[config.mk]
export PLATFORM = sky130hd
export DESIGN_NAME = multi_channel_fir_filter_flat
export DESIGN_NICKNAME = d
export VERILOG_FILES = /design/src/rtl/multi_channel_fir_filter_if.sv /design/src/rtl/multi_channel_fir_filter.sv /design/src/flat_wrapper.sv
export SDC_FILE = /design/constraint.sdc
export NUM_CORES = 2
export LEC_CHECK = 0
export ABC_AREA = 0
export BUFFER_PORTS_ARGS = -buffer_cell sky130_fd_sc_hd__buf_4
export CELL_PAD_IN_SITES_DETAIL_PLACEMENT = 1
export CELL_PAD_IN_SITES_GLOBAL_PLACEMENT = 2
export CORE_ASPECT_RATIO = 1.4
export CORE_UTILIZATION = 47
export DETAILED_ROUTE_END_ITERATION = 8
export PLACE_DENSITY = 0.84
export SLEW_MARGIN = 30
export SYNTH_ARGS = -nofsm -noshare
export SYNTH_HDL_FRONTEND = slang
export SYNTH_SLANG_ARGS = --single-unit
export TNS_END_PERCENT = 5
[constraint.sdc]
create_clock -name clk -period 10.8 [get_ports clk]
set_clock_uncertainty 0.15 [all_clocks]
set_input_delay 2.16 -clock clk [delete_from_list [all_inputs] [get_ports clk]]
set_output_delay 2.16 -clock clk [all_outputs]
set_load 0.05 [all_outputs]
[src/rtl/multi_channel_fir_filter_if.sv]
// ----------------------------------------------------------------------------
// multi_channel_fir_filter_if
// AXI-Stream style sample bus used on both sides of the multi-channel FIR.
//   data  : signed sample, DATA_WIDTH bits
//   valid : producer has a sample on data
//   ready : consumer accepts the sample this cycle when high with valid
//   last  : marks the final channel of an interleaved frame
// Modports: master drives data/valid/last, slave drives ready.
// ----------------------------------------------------------------------------
interface multi_channel_fir_filter_if #(
  parameter int DATA_WIDTH = 24
);
  logic signed [DATA_WIDTH-1:0] data;
  logic                         valid;
  logic                         ready;
  logic                         last;

  modport master (output data, output valid, output last, input ready);
  modport slave  (input data, input valid, input last, output ready);
endinterface

[src/rtl/multi_channel_fir_filter.sv]
// ----------------------------------------------------------------------------
// multi_channel_fir_filter
// Time-multiplexed FIR for interleaved multi-channel audio. Each channel owns
// a TAPS-deep delay line; one serial MAC is shared by all channels and taps.
// Coefficients live in NUM_BANKS runtime-writable banks, selected by modes
// at sample accept time. Every bank resets to pass-through (tap0 = ~1.0).
//
// Ports:
//   clk           sole clock
//   reset         synchronous, active-high; aborts any in-flight sample
//   modes         coefficient bank used for the next accepted sample
//   fpga          sample input stream (slave), last = final channel of frame
//   pmod          filtered output stream (master), last = channel NUM_CHANNELS-1
//   coef_wr_*     coefficient write port, accepted only while idle
//   sync_err      one-cycle pulse when input last disagrees with channel count
//
// Build option: define FIR_SATURATE_EN to clamp out-of-range results to the
// DATA_WIDTH signed range; otherwise the low DATA_WIDTH bits are kept (wrap).
// ----------------------------------------------------------------------------
module multi_channel_fir_filter #(
  parameter int DATA_WIDTH   = 24,
  parameter int COEF_WIDTH   = 16,
  parameter int TAPS         = 16,
  parameter int NUM_CHANNELS = 2,
  parameter int NUM_BANKS    = 4,
  localparam int BANK_W      = (NUM_BANKS > 1) ? $clog2(NUM_BANKS) : 1,
  localparam int TAP_W       = $clog2(TAPS)
) (
  input  logic                         clk,
  input  logic                         reset,
  input  logic [BANK_W-1:0]            modes,
  multi_channel_fir_filter_if.slave    fpga,
  multi_channel_fir_filter_if.master   pmod,
  input  logic                         coef_wr_en,
  input  logic [BANK_W-1:0]            coef_wr_bank,
  input  logic [TAP_W-1:0]             coef_wr_tap,
  input  logic signed [COEF_WIDTH-1:0] coef_wr_data,
  output logic                         coef_wr_ready,
  output logic                         sync_err
);

  localparam int CH_W   = (NUM_CHANNELS > 1) ? $clog2(NUM_CHANNELS) : 1;
  localparam int PROD_W = DATA_WIDTH + COEF_WIDTH;
  localparam int ACC_W  = DATA_WIDTH + COEF_WIDTH + $clog2(TAPS);
  localparam logic signed [ACC_W-1:0] ROUND_CONST = ACC_W'(2 ** (COEF_WIDTH - 2));
  localparam logic signed [COEF_WIDTH-1:0] COEF_ONE = {1'b0, {(COEF_WIDTH-1){1'b1}}};

  typedef enum logic [1:0] {S_IDLE, S_MAC, S_ROUND, S_OUT} state_t;

  state_t                   state_reg, state_next;
  logic                     fpga_ready_c, coef_wr_ready_c, pmod_valid_c;
  logic                     accept, coef_wr_accept, ch_is_last;
  logic [CH_W-1:0]          ch_reg, ch_lat_reg;
  logic [BANK_W-1:0]        bank_lat_reg;
  logic [TAP_W-1:0]         tap_cnt_reg;
  logic signed [ACC_W-1:0]  acc_reg;
  logic signed [DATA_WIDTH-1:0] pmod_data_reg;
  logic                     pmod_last_reg, sync_err_reg;

  // Per-channel / per-bank values at the current tap, flattened for muxing.
  logic [NUM_CHANNELS*DATA_WIDTH-1:0] chan_taps;
  logic [NUM_BANKS*COEF_WIDTH-1:0]    bank_coefs;
  logic signed [DATA_WIDTH-1:0]       sample_sel;
  logic signed [COEF_WIDTH-1:0]       coef_sel;
  logic signed [PROD_W-1:0]           product;

  // ---------------- control FSM ----------------
  always_ff @(posedge clk) begin
    if (reset) state_reg <= S_IDLE;
    else       state_reg <= state_next;
  end

  always_comb begin
    state_next      = state_reg;
    fpga_ready_c    = 1'b0;
    coef_wr_ready_c = 1'b0;
    pmod_valid_c    = 1'b0;
    case (state_reg)
      S_IDLE: begin
        // Held low while reset is asserted so nothing is accepted then.
        fpga_ready_c    = !reset;
        coef_wr_ready_c = !reset;
        if (fpga.valid && !reset) state_next = S_MAC;
      end
      S_MAC:   if (tap_cnt_reg == TAP_W'(TAPS - 1)) state_next = S_ROUND;
      S_ROUND: state_next = S_OUT;
      S_OUT: begin
        pmod_valid_c = 1'b1;
        if (pmod.ready) state_next = S_IDLE;
      end
      default: state_next = S_IDLE;
    endcase
  end

  assign accept         = fpga.valid && fpga_ready_c;
  assign coef_wr_accept = coef_wr_en && coef_wr_ready_c;
  assign ch_is_last     = (ch_reg == CH_W'(NUM_CHANNELS - 1));

  // ---------------- delay lines, one per channel ----------------
  for (genvar gi = 0; gi < NUM_CHANNELS; gi++) begin : g_chan
    logic signed [DATA_WIDTH-1:0] line_reg [TAPS];
    always_ff @(posedge clk) begin
      if (reset) begin
        for (int k = 0; k < TAPS; k++) line_reg[k] <= '0;
      end else if (accept && (ch_reg == CH_W'(gi))) begin
        line_reg[0] <= fpga.data;
        for (int k = 1; k < TAPS; k++) line_reg[k] <= line_reg[k-1];
      end
    end
    assign chan_taps[gi*DATA_WIDTH +: DATA_WIDTH] = line_reg[tap_cnt_reg];
  end

  // ---------------- coefficient banks ----------------
  for (genvar gi = 0; gi < NUM_BANKS; gi++) begin : g_bank
    logic signed [COEF_WIDTH-1:0] coef_reg [TAPS];
    always_ff @(posedge clk) begin
      if (reset) begin
        for (int k = 0; k < TAPS; k++) coef_reg[k] <= (k == 0) ? COEF_ONE : '0;
      end else if (coef_wr_accept && (coef_wr_bank == BANK_W'(gi))) begin
        coef_reg[coef_wr_tap] <= coef_wr_data;
      end
    end
    assign bank_coefs[gi*COEF_WIDTH +: COEF_WIDTH] = coef_reg[tap_cnt_reg];
  end

  assign sample_sel = $signed(chan_taps[ch_lat_reg*DATA_WIDTH +: DATA_WIDTH]);
  assign coef_sel   = $signed(bank_coefs[bank_lat_reg*COEF_WIDTH +: COEF_WIDTH]);
  assign product    = PROD_W'(sample_sel) * PROD_W'(coef_sel);

  // ---------------- rounding and narrowing ----------------
  logic signed [ACC_W-1:0]      rounded, shifted;
  logic signed [DATA_WIDTH-1:0] narrowed;

  assign rounded = acc_reg + ROUND_CONST;
  assign shifted = rounded >>> (COEF_WIDTH - 1);

`ifdef FIR_SATURATE_EN
  // In range only when every bit from the result sign upward agrees.
  logic [ACC_W-DATA_WIDTH:0] upper;
  assign upper = shifted[ACC_W-1:DATA_WIDTH-1];
  always_comb begin
    narrowed = shifted[DATA_WIDTH-1:0];
    if (!upper[ACC_W-DATA_WIDTH] && (|upper))
      narrowed = {1'b0, {(DATA_WIDTH-1){1'b1}}};
    else if (upper[ACC_W-DATA_WIDTH] && !(&upper))
      narrowed = {1'b1, {(DATA_WIDTH-1){1'b0}}};
  end
`else
  logic unused_high;
  assign unused_high = ^shifted[ACC_W-1:DATA_WIDTH];
  assign narrowed    = shifted[DATA_WIDTH-1:0];
`endif

  // ---------------- datapath ----------------
  always_ff @(posedge clk) begin
    if (reset) begin
      ch_reg        <= '0;
      ch_lat_reg    <= '0;
      bank_lat_reg  <= '0;
      tap_cnt_reg   <= '0;
      acc_reg       <= '0;
      pmod_data_reg <= '0;
      pmod_last_reg <= 1'b0;
      sync_err_reg  <= 1'b0;
    end else begin
      sync_err_reg <= accept && (fpga.last != ch_is_last);
      if (accept) begin
        // The sample is filtered with the pre-update channel index.
        ch_lat_reg   <= ch_reg;
        bank_lat_reg <= modes;
        acc_reg      <= '0;
        tap_cnt_reg  <= '0;
        ch_reg       <= (fpga.last || ch_is_last) ? '0 : ch_reg + 1'b1;
      end
      if (state_reg == S_MAC) begin
        acc_reg     <= acc_reg + ACC_W'(product);
        tap_cnt_reg <= tap_cnt_reg + 1'b1;
      end
      if (state_reg == S_ROUND) begin
        pmod_data_reg <= narrowed;
        pmod_last_reg <= (ch_lat_reg == CH_W'(NUM_CHANNELS - 1));
      end
    end
  end

  assign fpga.ready    = fpga_ready_c;
  assign coef_wr_ready = coef_wr_ready_c;
  assign pmod.valid    = pmod_valid_c;
  assign pmod.data     = pmod_data_reg;
  assign pmod.last     = pmod_last_reg;
  assign sync_err      = sync_err_reg;

endmodule

[src/flat_wrapper.sv]
// flat-port wrapper written by rule: the top's interface ports become plain ports
module multi_channel_fir_filter_flat 
#(
  parameter int DATA_WIDTH   = 24,
  parameter int COEF_WIDTH   = 16,
  parameter int TAPS         = 16,
  parameter int NUM_CHANNELS = 2,
  parameter int NUM_BANKS    = 4,
  localparam int BANK_W      = (NUM_BANKS > 1) ? $clog2(NUM_BANKS) : 1,
  localparam int TAP_W       = $clog2(TAPS)
)
  (clk, reset, modes, coef_wr_en, coef_wr_bank, coef_wr_tap, coef_wr_data, coef_wr_ready, sync_err, fpga_data, fpga_valid, fpga_last, fpga_ready, pmod_data, pmod_valid, pmod_last, pmod_ready);
  multi_channel_fir_filter_if #(.DATA_WIDTH(DATA_WIDTH)) fpga_i ();
  multi_channel_fir_filter_if #(.DATA_WIDTH(DATA_WIDTH)) pmod_i ();
  input  logic clk;
  input  logic reset;
  input  logic [BANK_W-1:0] modes;
  input  logic coef_wr_en;
  input  logic [BANK_W-1:0] coef_wr_bank;
  input  logic [TAP_W-1:0] coef_wr_tap;
  input  logic signed [COEF_WIDTH-1:0] coef_wr_data;
  output logic coef_wr_ready;
  output logic sync_err;
  input wire logic [$bits(fpga_i.data)-1:0] fpga_data;
  input wire logic [$bits(fpga_i.valid)-1:0] fpga_valid;
  input wire logic [$bits(fpga_i.last)-1:0] fpga_last;
  output wire logic [$bits(fpga_i.ready)-1:0] fpga_ready;
  output wire logic [$bits(pmod_i.data)-1:0] pmod_data;
  output wire logic [$bits(pmod_i.valid)-1:0] pmod_valid;
  output wire logic [$bits(pmod_i.last)-1:0] pmod_last;
  input wire logic [$bits(pmod_i.ready)-1:0] pmod_ready;
  assign fpga_i.data = fpga_data;
  assign fpga_i.valid = fpga_valid;
  assign fpga_i.last = fpga_last;
  assign fpga_ready = fpga_i.ready;
  assign pmod_data = pmod_i.data;
  assign pmod_valid = pmod_i.valid;
  assign pmod_last = pmod_i.last;
  assign pmod_i.ready = pmod_ready;
  multi_channel_fir_filter #(.DATA_WIDTH(DATA_WIDTH), .COEF_WIDTH(COEF_WIDTH), .TAPS(TAPS), .NUM_CHANNELS(NUM_CHANNELS), .NUM_BANKS(NUM_BANKS)) u_core (.clk(clk), .reset(reset), .modes(modes), .fpga(fpga_i), .pmod(pmod_i), .coef_wr_en(coef_wr_en), .coef_wr_bank(coef_wr_bank), .coef_wr_tap(coef_wr_tap), .coef_wr_data(coef_wr_data), .coef_wr_ready(coef_wr_ready), .sync_err(sync_err));
endmodule
==> flow_metrics.py <==
metrics = {
    "layout": {
        "layout_common_cells": "sky130_fd_sc_hd__edfxtp_1 (1,792), sky130_fd_sc_hd__and2_1 (1,416), sky130_fd_sc_hd__mux4_2 (544)",
        "fillCellCount": 20100,
        "layout.nets": 7309,
        "largest_reg_flops": 1024,
        "final_common_cell": "sky130_fd_sc_hd__edfxtp_1",
        "flow.area_growth_from_synthesis_pct": 9.38,
        "drive_above_1_share_pct": 17.1,
    },
    "setup_path": {
        "cp.arrival_ns": 10.41,
        "critical_path.max_fanout": 24,
        "worst-r2r-setup-slack_ns": 0.92,
        "endpoint_kind": "flop",
        "worst_ep_required_time_ns": 11.33,
        "critical-path-top-cell-by-count": "sky130_fd_sc_hd__fa_1",
        "cp.depth": 25,
        "crit_path_top_delay_cell": "sky130_fd_sc_hd__mux4_2",
        "critical_path.max_stage_delay_ns": 0.84,
        "start_kind": "flop",
        "critPathKind": "flop to flop",
        "timing.critical_path.max_delay_family": "adder cells",
        "depth_of_the_most_critical_reg_to_reg_path": 25,
        "timing.critical_path.buf_inv": 4,
    },
    "placement": {
        "detailedPlace.worstSlack_ns": 0.931,
        "place.port_buffers": 82,
        "dp_hpwl_um": 178000,
        "place_congestion": 0.880,
    },
    "drt": {
        "detailroute.via_count": 55700,
        "drt-wirelength-per-cell_um": 28.0,
        "drtAntennaViolNets": 0,
        "via_per_inst": 5.76,
        "detail_route.wirelength_um": 271000,
        "detailedRoute.firstIterationViolations": 3984,
        "firstDrtPassIters": 5,
        "drt_drc_violations_left": 0,
    },
    "job": {
        "reported_max_cap_violation_count": 0,
    },
    "floorplan": {
        "chipHeight_um": 545,
        "fp-row-count": 198,
        "initial_utilization_pct": 47.4,
        "die_width_um": 390,
        "floorplan.core_area_um2": 209000,
        "ioPinCount": 83,
        "fp.dieArea_um2": 212000,
    },
    "cts": {
        "cts_clk_pin_slew_worst_paths_ns": 0.06,
        "clk_latency_ns": 0.89,
        "cts_buffer_depth": 4,
        "clock_tree.root_cell": "sky130_fd_sc_hd__clkbuf_16",
        "post-cts-setup-buffer-count": 0,
        "cts.repair.resized": 0,
        "clock_buffer_count_from_cts": 192,
        "ctsHtreeMaxLevel": 4,
        "tritoncts": "done",
        "numClockSinks": 1871,
        "number_of_hold_buffers_added_after_cts": 0,
    },
    "sta": {
        "slew_headroom_pct": 34.7,
        "final.period_utilization_pct": 91.5,
        "finalMaxSlewViolations": 0,
        "timing.final.hold_violations": 0,
        "final_critical_path_setup_slack_ns": 0.922,
        "fin_crit_ns": 9.88,
        "max_freq_mhz": 101,
        "setup_repair_after_global_routing_missed_its_margin": "false",
        "report.final.setup_viol": 0,
        "totalNegativeSetupSlack_ns": 0,
        "timing_worst_slew_pin_value_ns": 0.979,
    },
    "grt": {
        "use_met3_pct": 3.22,
        "grt_antenna_before_repair": 9,
        "grt_remaining_overflow": 0,
        "busiest_layer": "met2",
        "grt_pass1_wl_um": 408000,
        "grt_use_met2_pct": 47.3,
        "pin_count_of_the_biggest_net_entering_global_routing": 178,
        "grt_pass1_vias": 62000,
        "global_route.usage.total_pct": 26.0,
        "global_route.usage.met1_pct": 30.3,
    },
    "yosys": {
        "syn_area_per_cell_um2": 14.5,
        "number_of_enable_type_register_cells_in_the_synthesized_netlist": 1792,
        "most_used_flip_flop_cell_after_synthesis": "sky130_fd_sc_hd__edfxtp_1",
        "synth.ff_latch_count": 1871,
        "post_synth_instance_area_um2": 98900,
        "synth_nets": 7382,
        "synthCells": 6804,
        "ys_warn_count": 0,
        "yosysUniqueCellTypes": 72,
        "async_flop_share_pct": 0,
        "synth_sequential_area_ratio_pct": 56.0,
    },
    "worst_hold_path": {
        "worst_hold_path.num_cells": 2,
        "worstHoldPathType": "flop to flop",
    },
    "outcome": {
        "status": "finished, final reports clean",
    },
}
worst min-delay path: stages (launching register included):
cell and delay, ns:
sky130_fd_sc_hd__dfxtp_1 0.31, sky130_fd_sc_hd__nor2_1 0.08, sky130_fd_sc_hd__a211oi_1 0.05
final timing paths:
kind / from / to
hold reg to reg: u_core.pmod.data[10] / u_core.pmod.data[10]
setup / recovery: flop / u_core.acc_reg[36]
setup reg to reg: flop / u_core.acc_reg[36]
hold / removal: u_core.pmod.data[10] / u_core.pmod.data[10]
Yosys cell counts (79+ instances only):
cell type | n | area [um^2]
sky130_fd_sc_hd__dfxtp_1 | 79 | 1580
sky130_fd_sc_hd__ha_1 | 119 | 1490
sky130_fd_sc_hd__nand2_1 | 234 | 878
sky130_fd_sc_hd__nor2_1 | 185 | 694
sky130_fd_sc_hd__fa_1 | 405 | 8110
sky130_fd_sc_hd__and2_1 | 1416 | 8860
sky130_fd_sc_hd__inv_1 | 480 | 1800
sky130_fd_sc_hd__mux4_2 | 544 | 12300
sky130_fd_sc_hd__clkbuf_1 | 354 | 1330
sky130_fd_sc_hd__nor2b_1 | 385 | 2410
sky130_fd_sc_hd__or2_2 | 85 | 532
sky130_fd_sc_hd__edfxtp_1 | 1792 | 53800
metrics by stage:
step / util (%) / instance area [um^2] / instances / hold slack (ns)
6_report: 51.9 / 108000 / 9675 / 0.342
5_1_grt: 51.9 / 108000 / 9672 / 0.364
4_1_cts: 51.8 / 108000 / 9670 / 0.349
3_5_place_dp: 49.0 / 102000 / 9336 / 0.341
3_3_place_gp: 49.0 / 102000 / 9335 / 0.335
2_1_floorplan: - / 98900 / 6804 / 0.300
logic make-up (layout without fill, tap and decap cells):
logic type	after synthesis	count (layout)	share of synthesized area [%]
simple gates	2555	2555	15.0
fa+ha+maj	524	524	9.70
xor+xnor	66	66	0.584
buf+inv	983	1050	4.18
flops	1871	1871	56.0
other cells	0	4	0
compound gates	207	207	1.44
mux	598	598	13.1
metal layers:
layer  wire [um]  vias to the layer above  part of all wire, %
met3       13000                      542                  4.8
li1            -                    23700                    -
met2      145000                     1547                   53
met4       14600                        4                  5.4
met1       98900                    29900                   36
met5          26                        -               0.0096
layout make-up:
class,instances,area (um^2),area share [%]
Tap cell,2800,3500,3.24
Clock inverter,103,952,0.880
Multi-Input combinational cell,3950,39500,36.5
Sequential cell,1871,55400,51.2
Inverter,481,1810,1.67
Timing Repair Buffer,235,2090,1.93
Clock buffer,231,4970,4.59
Antenna cell,4,10.0,0.00925
Power is left out: the tool's default activity adds up to more than one toggle a clock period on the data nets, which glitch-free logic cannot reach.
